--- config.mk ---
export PLATFORM = sky130hd
export DESIGN_NAME = game_controller
export DESIGN_NICKNAME = d
export VERILOG_FILES = /design/src/rtl/game_controller.sv
export SDC_FILE = /design/constraint.sdc
export NUM_CORES = 1
export LEC_CHECK = 0
export BUFFER_PORTS_ARGS = -buffer_cell sky130_fd_sc_hd__clkbuf_2
export CAP_MARGIN = 20
export CORE_ASPECT_RATIO = 1.2
export CORE_MARGIN = 2
export CORE_UTILIZATION = 45
export CTS_CLUSTER_DIAMETER = 40
export DETAILED_ROUTE_END_ITERATION = 10
export PLACE_DENSITY = 0.74
export SLEW_MARGIN = 20
export SYNTH_ARGS = -nofsm -noshare
export SYNTH_HDL_FRONTEND = slang
export SYNTH_SLANG_ARGS = --single-unit
--- constraint.sdc ---
create_clock -name clk -period 3.1 [get_ports clk]
set_input_delay 0 -clock clk [delete_from_list [all_inputs] [get_ports clk]]
set_output_delay 0 -clock clk [all_outputs]
set_load 0.01 [all_outputs]
--- src/rtl/game_controller.sv ---
// Tilt-maze game controller: level selection, lives, movement strobes,
// play timer and status colour.
module game_controller #(
  parameter int unsigned LVL_W     = 2,
  parameter int unsigned MAX_LIVES = 3,
  parameter int unsigned TILT_W    = 8,
  parameter int unsigned DEADZONE  = 16,
  parameter int unsigned TIME_W    = 16
) (
  input  logic              clk,
  input  logic              rst_n,
  input  logic [LVL_W-1:0]  level_select,
  input  logic              level_lock,
  input  logic              restart_n,
  input  logic [TILT_W-1:0] tilt_x,
  input  logic [TILT_W-1:0] tilt_y,
  input  logic              at_finish,
  input  logic              collision,
  input  logic              tick,
  output logic [2:0]        top_state,
  output logic [LVL_W-1:0]  active_level,
  output logic [3:0]        lives,
  output logic              move_l,
  output logic              move_r,
  output logic              move_u,
  output logic              move_d,
  output logic [TIME_W-1:0] elapsed,
  output logic [3:0]        red,
  output logic [3:0]        green,
  output logic [3:0]        blue
);

  typedef enum logic [2:0] {
    IDLE   = 3'd0,
    SELECT = 3'd1,
    SPAWN  = 3'd2,
    MOVE   = 3'd3,
    STILL  = 3'd4,
    DONE   = 3'd5,
    OVER   = 3'd6
  } state_t;

  localparam logic [TILT_W:0]   DZ         = (TILT_W+1)'(DEADZONE);
  localparam logic [3:0]        LIVES_INIT = 4'(MAX_LIVES);
  localparam logic [TIME_W-1:0] TIME_MAX   = '1;

  state_t              state, state_nx;
  logic [LVL_W-1:0]    level_nx;
  logic [3:0]          lives_nx;
  logic [TIME_W-1:0]   elapsed_nx;
  logic [3:0]          strobe_nx;
  logic [11:0]         rgb_nx;
  logic [TILT_W:0]     mag_x_c, mag_y_c;
  logic                tilt_x_c, tilt_y_c, tilted_c;

  // Magnitude one bit wider than the sample so the most negative value does not wrap.
  function automatic logic [TILT_W:0] magnitude(input logic [TILT_W-1:0] v);
    logic [TILT_W:0] ext;
    ext = {v[TILT_W-1], v};
    return v[TILT_W-1] ? (TILT_W+1)'(-ext) : ext;
  endfunction

  assign mag_x_c  = magnitude(tilt_x);
  assign mag_y_c  = magnitude(tilt_y);
  assign tilt_x_c = mag_x_c > DZ;
  assign tilt_y_c = mag_y_c > DZ;
  assign tilted_c = tilt_x_c | tilt_y_c;
  assign top_state = state;

  // Next-state and next-output logic.
  always_comb begin
    state_nx   = state;
    level_nx   = active_level;
    lives_nx   = lives;
    elapsed_nx = elapsed;
    strobe_nx  = 4'b0000;
    rgb_nx     = 12'h000;

    if ((state == MOVE || state == STILL) && tick && elapsed != TIME_MAX)
      elapsed_nx = elapsed + TIME_W'(1);

    case (state)
      IDLE: if (level_select != '0) state_nx = SELECT;
      SELECT: begin
        if (level_select == '0) state_nx = IDLE;
        else if (level_lock) begin
          state_nx   = SPAWN;
          level_nx   = level_select;
          lives_nx   = LIVES_INIT;
          elapsed_nx = '0;
        end
      end
      default: begin
        if (!level_lock) state_nx = SELECT;
        else begin
          case (state)
            SPAWN: if (tilted_c) state_nx = MOVE;
            MOVE, STILL: begin
              if (at_finish) state_nx = DONE;
              else if (collision) begin
                if (lives == 4'd1) begin
                  lives_nx = 4'd0;
                  state_nx = OVER;
                end else begin
                  lives_nx = lives - 4'd1;
                  state_nx = SPAWN;
                end
              end else state_nx = tilted_c ? MOVE : STILL;
            end
            DONE: if (!restart_n) begin
              state_nx   = SPAWN;
              lives_nx   = LIVES_INIT;
              elapsed_nx = '0;
            end
            OVER: if (!restart_n) state_nx = SELECT;
            default: state_nx = IDLE;
          endcase
        end
      end
    endcase

    // Strobes order: l, r, u, d.
    if (state_nx == MOVE)
      strobe_nx = {tilt_x_c &  tilt_x[TILT_W-1], tilt_x_c & ~tilt_x[TILT_W-1],
                   tilt_y_c & ~tilt_y[TILT_W-1], tilt_y_c &  tilt_y[TILT_W-1]};

    case (state_nx)
      SELECT:      rgb_nx = 12'h00F;
      SPAWN:       rgb_nx = 12'h080;
      MOVE, STILL: rgb_nx = 12'h0F0;
      DONE:        rgb_nx = 12'hFFF;
      OVER:        rgb_nx = 12'hF00;
      default:     rgb_nx = 12'h000;
    endcase
  end

  // State and output registers.
  always_ff @(posedge clk) begin
    if (!rst_n) begin
      state        <= IDLE;
      active_level <= '0;
      lives        <= 4'd0;
      elapsed      <= '0;
      {move_l, move_r, move_u, move_d} <= 4'b0000;
      {red, green, blue} <= 12'h000;
    end else begin
      state        <= state_nx;
      active_level <= level_nx;
      lives        <= lives_nx;
      elapsed      <= elapsed_nx;
      {move_l, move_r, move_u, move_d} <= strobe_nx;
      {red, green, blue} <= rgb_nx;
    end
  end

endmodule
**Word-level counts from Yosys, hierarchy flattened**

Index checks and enable logic that the tools add are counted.

- Register bits after elaboration: 41
- Input bits: 25
- Word-level logic and storage cells: 88

- Add/subtract/negate cells: 4
- Order comparisons: 2
- Eq/ne operators: 18
- Muxes and demuxes: 32
- Bitwise operators: 9
- Reduce and logical (&&, ||, !) cells: 12

Operator list:

| kind | count |
|---|---|
| $mux W16 | 6 |
| $pmux W12 S5 | 1 |
| $mux W3 | 11 |
| $pmux W16 S2 | 1 |
| $mux W4 | 7 |
| $eq A3 B3 Y1 const B | 6 |
| $gt A9 B5 Y1 const B | 2 |
| $mux W9 | 2 |
| $neg A9 Y9 | 2 |
| $add A16 B1 Y16 const B | 1 |
| $ne A16 B16 Y1 const B | 1 |
| $pmux W4 S2 | 2 |
| $eq A3 B2 Y1 const B | 4 |
| $pmux W3 S4 | 1 |
| $ne A3 B3 Y1 const B | 3 |
| $reduce_and A7 Y1 | 1 |
| $eq A3 B1 Y1 const B | 2 |
| $pmux W3 S2 | 1 |
| $and A1 B1 Y1 | 4 |
| $eq A4 B1 Y1 const B | 1 |
| $not A1 Y1 | 4 |
| $reduce_or A2 Y1 | 2 |
| $sub A4 B1 Y4 const B | 1 |
| $logic_not A3 Y1 | 1 |
| other kinds (9) | 10 |

**Longest topological paths before layout**

Gate-level depths: netlist of run 1.

- Depth in word-level cells: 13
- Depth in mapped cells: 9
- Depth with buffers taken out: 9

**Least setup slack after synthesis of run 1**

OpenSTA, ideal clock, no wires.

- Path type: input to register
- From: input port tilt_x[0]
- To: register move_l
- Library setup time: 0.115 ns
- Arrival: 1.833 ns
- Required time: 2.985 ns
- Slack: 1.152 ns
- Stages: 9
- Path buffers: 0
- Path through: inv_1 > ha_1 > o21a_1 > o41a_1 > a22oi_2 > nand4_2 > o311ai_4 > nor4_1 > and3_1

- Longest elaborated chain between the ends: 12
- Elaborated cells between the ends (all ways): 14
- Classes of those cells: add/sub (1); order compare (1); eq/ne (1); mux (8); bitwise (2); reduce/logical (1)

Ends and longest elaborated chain:

| what | RTL line | RTL |
|---|---|---|
| start, declared | 15 | `input logic [TILT_W-1:0] tilt_x,` |
| $neg A9 Y9 | 60 | `return v[TILT_W-1] ? (TILT_W+1)'(-ext) : ext;` |
| $mux W9 * | 60 |  |
| $gt A9 B5 Y1 * | 65 | `assign tilt_x_c = mag_x_c > DZ;` |
| $or A1 B1 Y1 | 67 | `assign tilted_c = tilt_x_c \| tilt_y_c;` |
| $mux W3 | 108 | `end else state_nx = tilted_c ? MOVE : STILL;` |
| $mux W3 | 100 | `else if (collision) begin` |
| $mux W3 | 99 | `if (at_finish) state_nx = DONE;` |
| $pmux W3 S4 | 96 | `case (state)` |
| $mux W3 | 94 | `if (!level_lock) state_nx = SELECT;` |
| $pmux W3 S2 | 82 | `case (state)` |
| $eq A3 B2 Y1 | 123 | `if (state_nx == MOVE)` |
| $reduce_and A2 Y1 (no line) | n/a |  |
| end signal, assigned | 151 | `{move_l, move_r, move_u, move_d} <= strobe_nx;` |
| end, declared | 23 | `output logic move_l,` |

Mark *: on every way between the ends. The rest lies on a longest branch, timed or not.
A chain may end at the register's enable or synchronous reset.

**Final worst setup path of run 1**

- From: register state[1] (netlist: top_state[1])
- To: register move_l

- Longest elaborated chain between the ends: 7
- Elaborated cells between the ends (all ways): 19
- Classes of those cells: eq/ne (7); mux (9); reduce/logical (3)

Ends and longest elaborated chain:

| what | RTL line | RTL |
|---|---|---|
| start, declared | 47 | `state_t state, state_nx;` |
| start signal, assigned | 147 | `state <= state_nx;` |
| $eq A3 B2 Y1 or $eq A3 B3 Y1 (tied branches) | 96 |  |
| $reduce_or A2 Y1 | 96 |  |
| $pmux W3 S4 | 96 |  |
| $mux W3 | 94 |  |
| $pmux W3 S2 * | 82 |  |
| $eq A3 B2 Y1 * | 123 |  |
| $reduce_and A2 Y1 (no line) * | n/a |  |

Marked as above.

==> impl_metrics.csv, run 1 <==
group,metric,value,unit
worst_setup_path,cp-startpoint,"top_state[1]",
pwr,power.leakage,1.004,nW
timing,period_share,79.72,%
final_layout,drive_gt1_share,26.80,%
final_layout,final_core_util,57.34,%
drt,drt_wl_total,4.598,mm
drt,drtIter0Drc,89,
pwr,powerDensity,378.1,nW/um^2
synthesis,synth.distinct_cells,51,
worst_setup_path,r2r_setup_slack,0.63,ns
worst_setup_path,endpoint,"move_l",
worst_setup_path,cp_num_cells,7,
drt,via_per_inst,5.423,
worst_setup_path,cp_top_family,"compound AO/OA/AOI/OAI gates",
grt,grt_overflow,0,
clocking,cts_tree,"built",
placement,portBuffers,65,
timing,rsz0062_at_grt,"false",
worst_hold_path,min_path_type,"input port to flop",
worst_setup_path,cpMostUsedCell,"o22ai_1",
grt,antenna_found_initial,0,
synthesis,syn_avg_cell_area,8.201,um^2
synthesis,synth_top_family_by_area,"simple AND/OR/NAND/NOR gates",
synthesis,ys_seq_elements,33,
floorplanning,rows,26,
drt,dr.pass1.iters,5,
final_layout,syn2layout_area_growth,23.20,%
final_layout,antenna_cells,0,
synthesis,synthMuxAreaShare,1.526,%
worst_setup_path,reg2reg_depth,7,
worst_setup_path,crit_arrival,2.66,ns
worst_setup_path,endpoint_kind,"flop",
synthesis,synth_top_flop_cell,"dfxtp_1",
job,drv_cap,0,
clocking,htreeDepth,2,
worst_setup_path,rr_startpoint,"top_state[1]",
synthesis,synth_xor_area_share,4.450,%
clocking,path_clk_slew,0.07,ns
synthesis,synthSimpleGateAreaFrac,27.02,%
clocking,clockBufferDepth,2,
synthesis,yosysWarningCount,0,
final_layout,final_common_cell,"clkbuf_2",
synthesis,syn-num-nets,270,
synthesis,synth_edf_count,0,
placement,place_hpwl,3.503,mm
clocking,numClockSinks,33,
drt,routedWlPerCell,12.70,um
synthesis,netlist_area,1968,um^2
worst_setup_path,crit_path_start_kind,"flop",
worst_setup_path,max_stage_delay,0.62,ns
final_layout,final_nets,335,
floorplanning,die_w,64.37,um
timing,hold_viol_final,0,
clocking,insertion_delay,0.29,ns
synthesis,syn_inst,240,
drt,drc,0,
floorplanning,dieArea,4921,um^2
status,status,"complete, no violations",
synthesis,synth_compound_area_share,23.65,%
worst_setup_path,r2r_end,"move_l",
grt,grt_pass1_wl,7.776,mm
floorplanning,io_pins,66,
grt,grt_usage,19.87,%
synthesis,async_flop_share,0,%
timing,slew_viol_final,0,
grt,grt_max_degree,17,
worst_setup_path,crit_type,"flop to flop",
worst_setup_path,critPathBufInv,1,
drt,via_count,1963,
floorplanning,initial_core_util,46.54,%
worst_setup_path,slowest_stage,"dfxtp_1",
timing,worst_clock_skew,0.009051,ns
clocking,cts_made_buffers,5,
timing,fmax,404.6,MHz
grt,grt_pass1_vias,1775,
synthesis,ys_seq_area_share,33.57,%
timing,finalSetupTns,0,ns
timing,worstMarginPinSlew,0.5275,ns
placement,finalWeightedCongestion,0.8614,
synthesis,yosys.area_share.adder,3.179,%
timing,period_minus_slack,2.471,ns
clocking,post_cts_buffers,0,
pwr,ir_drop,0.2056,mV
drt,ant_nets,0,
worst_setup_path,cp_max_fo,16,
worst_hold_path,worstHoldStart,"level_lock",
timing,relSlewSlack,64.79,%
floorplanning,die_y,76.45,um
final_layout,final_cell_mix,"clkbuf_2 (65), dfxtp_1 (33), nor2_1 (28)",
clocking,cts-root-buf,"clkbuf_8",
worst_setup_path,required,3.29,ns
worst_setup_path,path_cells,"inv_1, a22o_1, a211oi_1, o22ai_1, o22ai_1, nor4_1, and3_1",
floorplanning,core,4229,um^2
timing,setup_viol,0,
[per-layer routing]
metal / wire, um / part of all wire [%] / up-vias / GRT usage [%]
met4: 86 / 1.9 / 0 / 10.43
met5: 0 / 0 / - / 0
met1: 1967 / 43 / 914 / 22.53
met2: 2344 / 51 / 51 / 33.75
li1: - / - / 991 / -
met3: 200 / 4.3 / 7 / 5.022
[state kept, by name, summed over array words and instances, names as in the netlist]
| register | flops |
|---|---|
| elapsed | 16 |
| lives | 4 |
| top_state | 3 |
| active_level | 2 |
| green | 2 |
| blue | 1 |
| move_d | 1 |
| move_l | 1 |
| move_r | 1 |
| move_u | 1 |
| red | 1 |
[cells in the mapped netlist, types with 5 or more instances]
cell | count | area, um^2
dfxtp_1 | 33 | 660.6
o21ai_0 | 14 | 70.07
or3_1 | 6 | 37.54
ha_1 | 5 | 62.56
nor3_1 | 6 | 30.03
xnor2_1 | 5 | 43.79
buf_4 | 8 | 60.06
nand2_1 | 17 | 63.81
nor2_1 | 28 | 105.1
a211oi_1 | 5 | 37.54
xor2_1 | 5 | 43.79
nand3_1 | 6 | 30.03
a21oi_1 | 19 | 95.09
inv_1 | 13 | 48.80
[where the power goes]
group / internal, mW / switching (mW)
combinational: 0.0693 / 0.0885
clock: 0.159 / 0.150
sequential: 0.435 / 0.0152
total: 0.663 / 0.253
[how the worst min path moves through the flow]
stage	cells past startpoint	slack [ns]	to
final	3	0.12	top_state[1]
after global routing	4	0.13	move_l
after CTS	3	0.10	top_state[1]
after detailed placement	2	0.25	move_r
after global placement	2	0.24	move_u
after floorplan	1	0.08	move_r
[cells by family after synthesis]
family                   after synthesis
AO/OA/AOI/OAI                         64
XOR/XNOR                              10
adder cells (fa/ha/maj)                5
buffers and inverters                 26
flip-flops                            33
multiplexers                           3
AND/OR/NAND/NOR                       99
[cell type report]
| type | instances | area (um^2) |
|---|---|---|
| well taps | 56 | 70.07 |
| clock buffers | 8 | 80.08 |
| flip-flops and latches | 33 | 660.6 |
| repair buffers | 71 | 382.9 |
| multi-input cells | 181 | 1182 |
| inverters | 13 | 48.80 |
| fillers | 420 | 1804 |
[per-stage QoR]
stage          area (um^2)  worst slack [ns]  hold slack, ns  std cells  power (mW)
3_5_place_dp          2295            0.6581          0.2481        349      0.6130
5_1_grt               2425            0.3419          0.1259        362      0.9681
2_1_floorplan         1968             1.152         0.07615        240      0.5581
3_3_place_gp          2295            0.8041          0.2358        349      0.6091
4_1_cts               2425            0.6506          0.1040        362      0.9299
6_report              2425            0.6286          0.1176        362      0.9168
[worst min-delay path, stage by stage]
cell,delay (ns)
clkbuf_2,0.17
o311ai_4,0.14
nor2_1,0.05
[repair_timing]
item / CTS / global route
gates resized for setup: 0 / 0
hold buffers: 5 / 0
endpoints found under the hold margin: 5 / 0
(Power assumes the default switching activity.)
==> run 2: changes to the inputs <==
- clock period: 3.1 -> 2.3 ns (I/O delays scaled with it)
==> run 2 against run 1 <==
Effect of this change: non-clock buffer count grew 5; cell area is 3.4% higher; maximum frequency up 15%; via count shrank 0.15%; final cell count up 1.4%; combinational power is 44% higher; global-route usage decreased by 0.19 points; register-to-register slack got worse by 0.47 ns; sequential power grew 33%; hold slack got worse by 0.11 ns.
==> impl_metrics.csv, run 2 (same netlist as run 1, synthesis figures left out) <==
group,metric,value,unit
timing,fmax,466.8,MHz
drt,ant_nets,0,
grt,antenna_found_initial,0,
grt,grt_overflow,0,
placement,portBuffers,65,
final_layout,final_core_util,59.29,%
floorplanning,initial_core_util,46.54,%
clocking,clockBufferDepth,2,
pwr,powerDensity,553.2,nW/um^2
worst_setup_path,crit_type,"flop to flop",
drt,drtIter0Drc,52,
final_layout,drive_gt1_share,29.58,%
clocking,cts-root-buf,"clkbuf_8",
drt,drt_wl_total,4.514,mm
floorplanning,die_w,64.37,um
timing,finalWorstSetupSlack,0.1577,ns
final_layout,final_cell_mix,"clkbuf_2 (65), dfxtp_1 (33), nor2_1 (28)",
pwr,power,1.387,mW
grt,grt_pass1_vias,1796,
timing,setup_viol,0,
clocking,cts_tree,"built",
floorplanning,rows,26,
final_layout,antenna_cells,0,
pwr,power.leakage,1.053,nW
timing,period_minus_slack,2.142,ns
worst_setup_path,endpoint_kind,"flop",
grt,grt_max_degree,17,
final_layout,regMostFlops,"elapsed",
grt,grt_usage,19.68,%
drt,drc,0,
pwr,ir_drop,0.3154,mV
clocking,post_cts_buffers,0,
timing,slew_viol_final,0,
final_layout,multi_input_area,1194,um^2
worst_setup_path,required,2.52,ns
worst_setup_path,cp_max_fo,10,
drt,routedWlPerCell,12.30,um
job,drv_cap,0,
timing,hold_viol_final,0,
grt,grt_pass1_wl,7.803,mm
final_layout,seq_area,660.6,um^2
drt,dr.pass1.iters,4,
status,status,"complete, no violations",
placement,finalWeightedCongestion,0.8680,
clocking,numClockSinks,33,
final_layout,largest_reg_flops,16,
drt,via_per_inst,5.341,
worst_hold_path,min_path_type,"input port to flop",
final_layout,syn2layout_area_growth,27.40,%
final_layout,fillCellCount,402,
floorplanning,io_pins,66,
floorplanning,dieArea,4921,um^2
placement,pre_cts_ws,0.06313,ns
timing,relSlewSlack,66.83,%
timing,worst_clock_skew,0.004813,ns
clocking,insertion_delay,0.28,ns
placement,place_hpwl,3.546,mm
timing,period_share,93.14,%
final_layout,final_common_cell,"clkbuf_2",
clocking,htreeDepth,2,
drt,via_count,1960,
clocking,path_clk_slew,0.07,ns
floorplanning,core,4229,um^2
clocking,cts_made_buffers,5,
floorplanning,die_y,76.45,um
timing,worstMarginPinSlew,0.4924,ns
final_layout,final_nets,340,
worst_setup_path,crit_arrival,2.36,ns
worst_setup_path,crit_path_start_kind,"flop",
[run 2: cell count changes in the layout (fill, tap and decap cells not counted)]
cell / previous run / this run
dlygate4sd3_1: 5 / 4
nor4_2: 0 / 1
bufinv_16: 0 / 1
clkbuf_1: 3 / 1
clkbuf_8: 5 / 6
nor4_1: 1 / 0
buf_4: 1 / 7
nor3b_2: 0 / 1
nor3b_1: 3 / 2
[run 2: timing repair]
action | CTS | global route
gates resized for setup | 0 | 2
endpoints found under the hold margin | 4 | 0
endpoints found under the setup margin | 0 | 7
hold buffers | 4 | 0
[run 2: metrics by stage]
stage	cells	setup TNS [ns]	cell area, um^2	hold WS (ns)
2_1_floorplan	240	0	1968	0.07615
3_3_place_gp	355	0	2340	0.2369
3_5_place_dp	355	0	2340	0.2368
4_1_cts	367	0	2496	0.005203
5_1_grt	367	-0.004249	2507	0.02255
6_report	367	0	2507	0.01201
[run 2: final timing paths]
check                                     start         endpoint  slack, ns  cells after the start
worst max-delay path               top_state[2]      elapsed[15]       0.16                      7
worst min-delay path                      rst_n     top_state[2]       0.01                      2
worst max register to register     top_state[2]      elapsed[15]       0.16                      7
worst min register to register  active_level[0]  active_level[0]       0.51                      2
[run 2: area by class of cell]
cell class,count,share of cell area (%)
sequential,33,26.35
tap,56,2.794
clock buffer,7,3.443
clock inverter,1,1.198
inverter,13,1.946
multi-input combinational,181,47.60
timing repair buffer,76,16.67
[run 2: routing by layer]
| metal | routed length (um) | global-route usage (%) | up-vias | share of wire (%) |
|---|---|---|---|---|
| met5 | 0 | 0 | - | 0 |
| met4 | 98 | 9.149 | 0 | 2.2 |
| met3 | 203 | 5.318 | 8 | 4.5 |
| met2 | 2260 | 33.54 | 51 | 50 |
| met1 | 1951 | 22.51 | 893 | 43 |
| li1 | - | - | 1008 | - |
[run 2: where the power goes]
group          switching (mW)  total (mW)  internal, mW
clock                   0.207       0.561         0.353
sequential             0.0133       0.599         0.586
combinational           0.128       0.228        0.0999
[run 2: worst max-delay path: stages (launching register included)]
cell,delay (ns)
dfxtp_1,0.38
buf_4,0.20
and3b_1,0.22
o21ai_0,0.20
a31oi_4,0.32
nand4_1,0.26
or3_1,0.37
a21oi_1,0.14
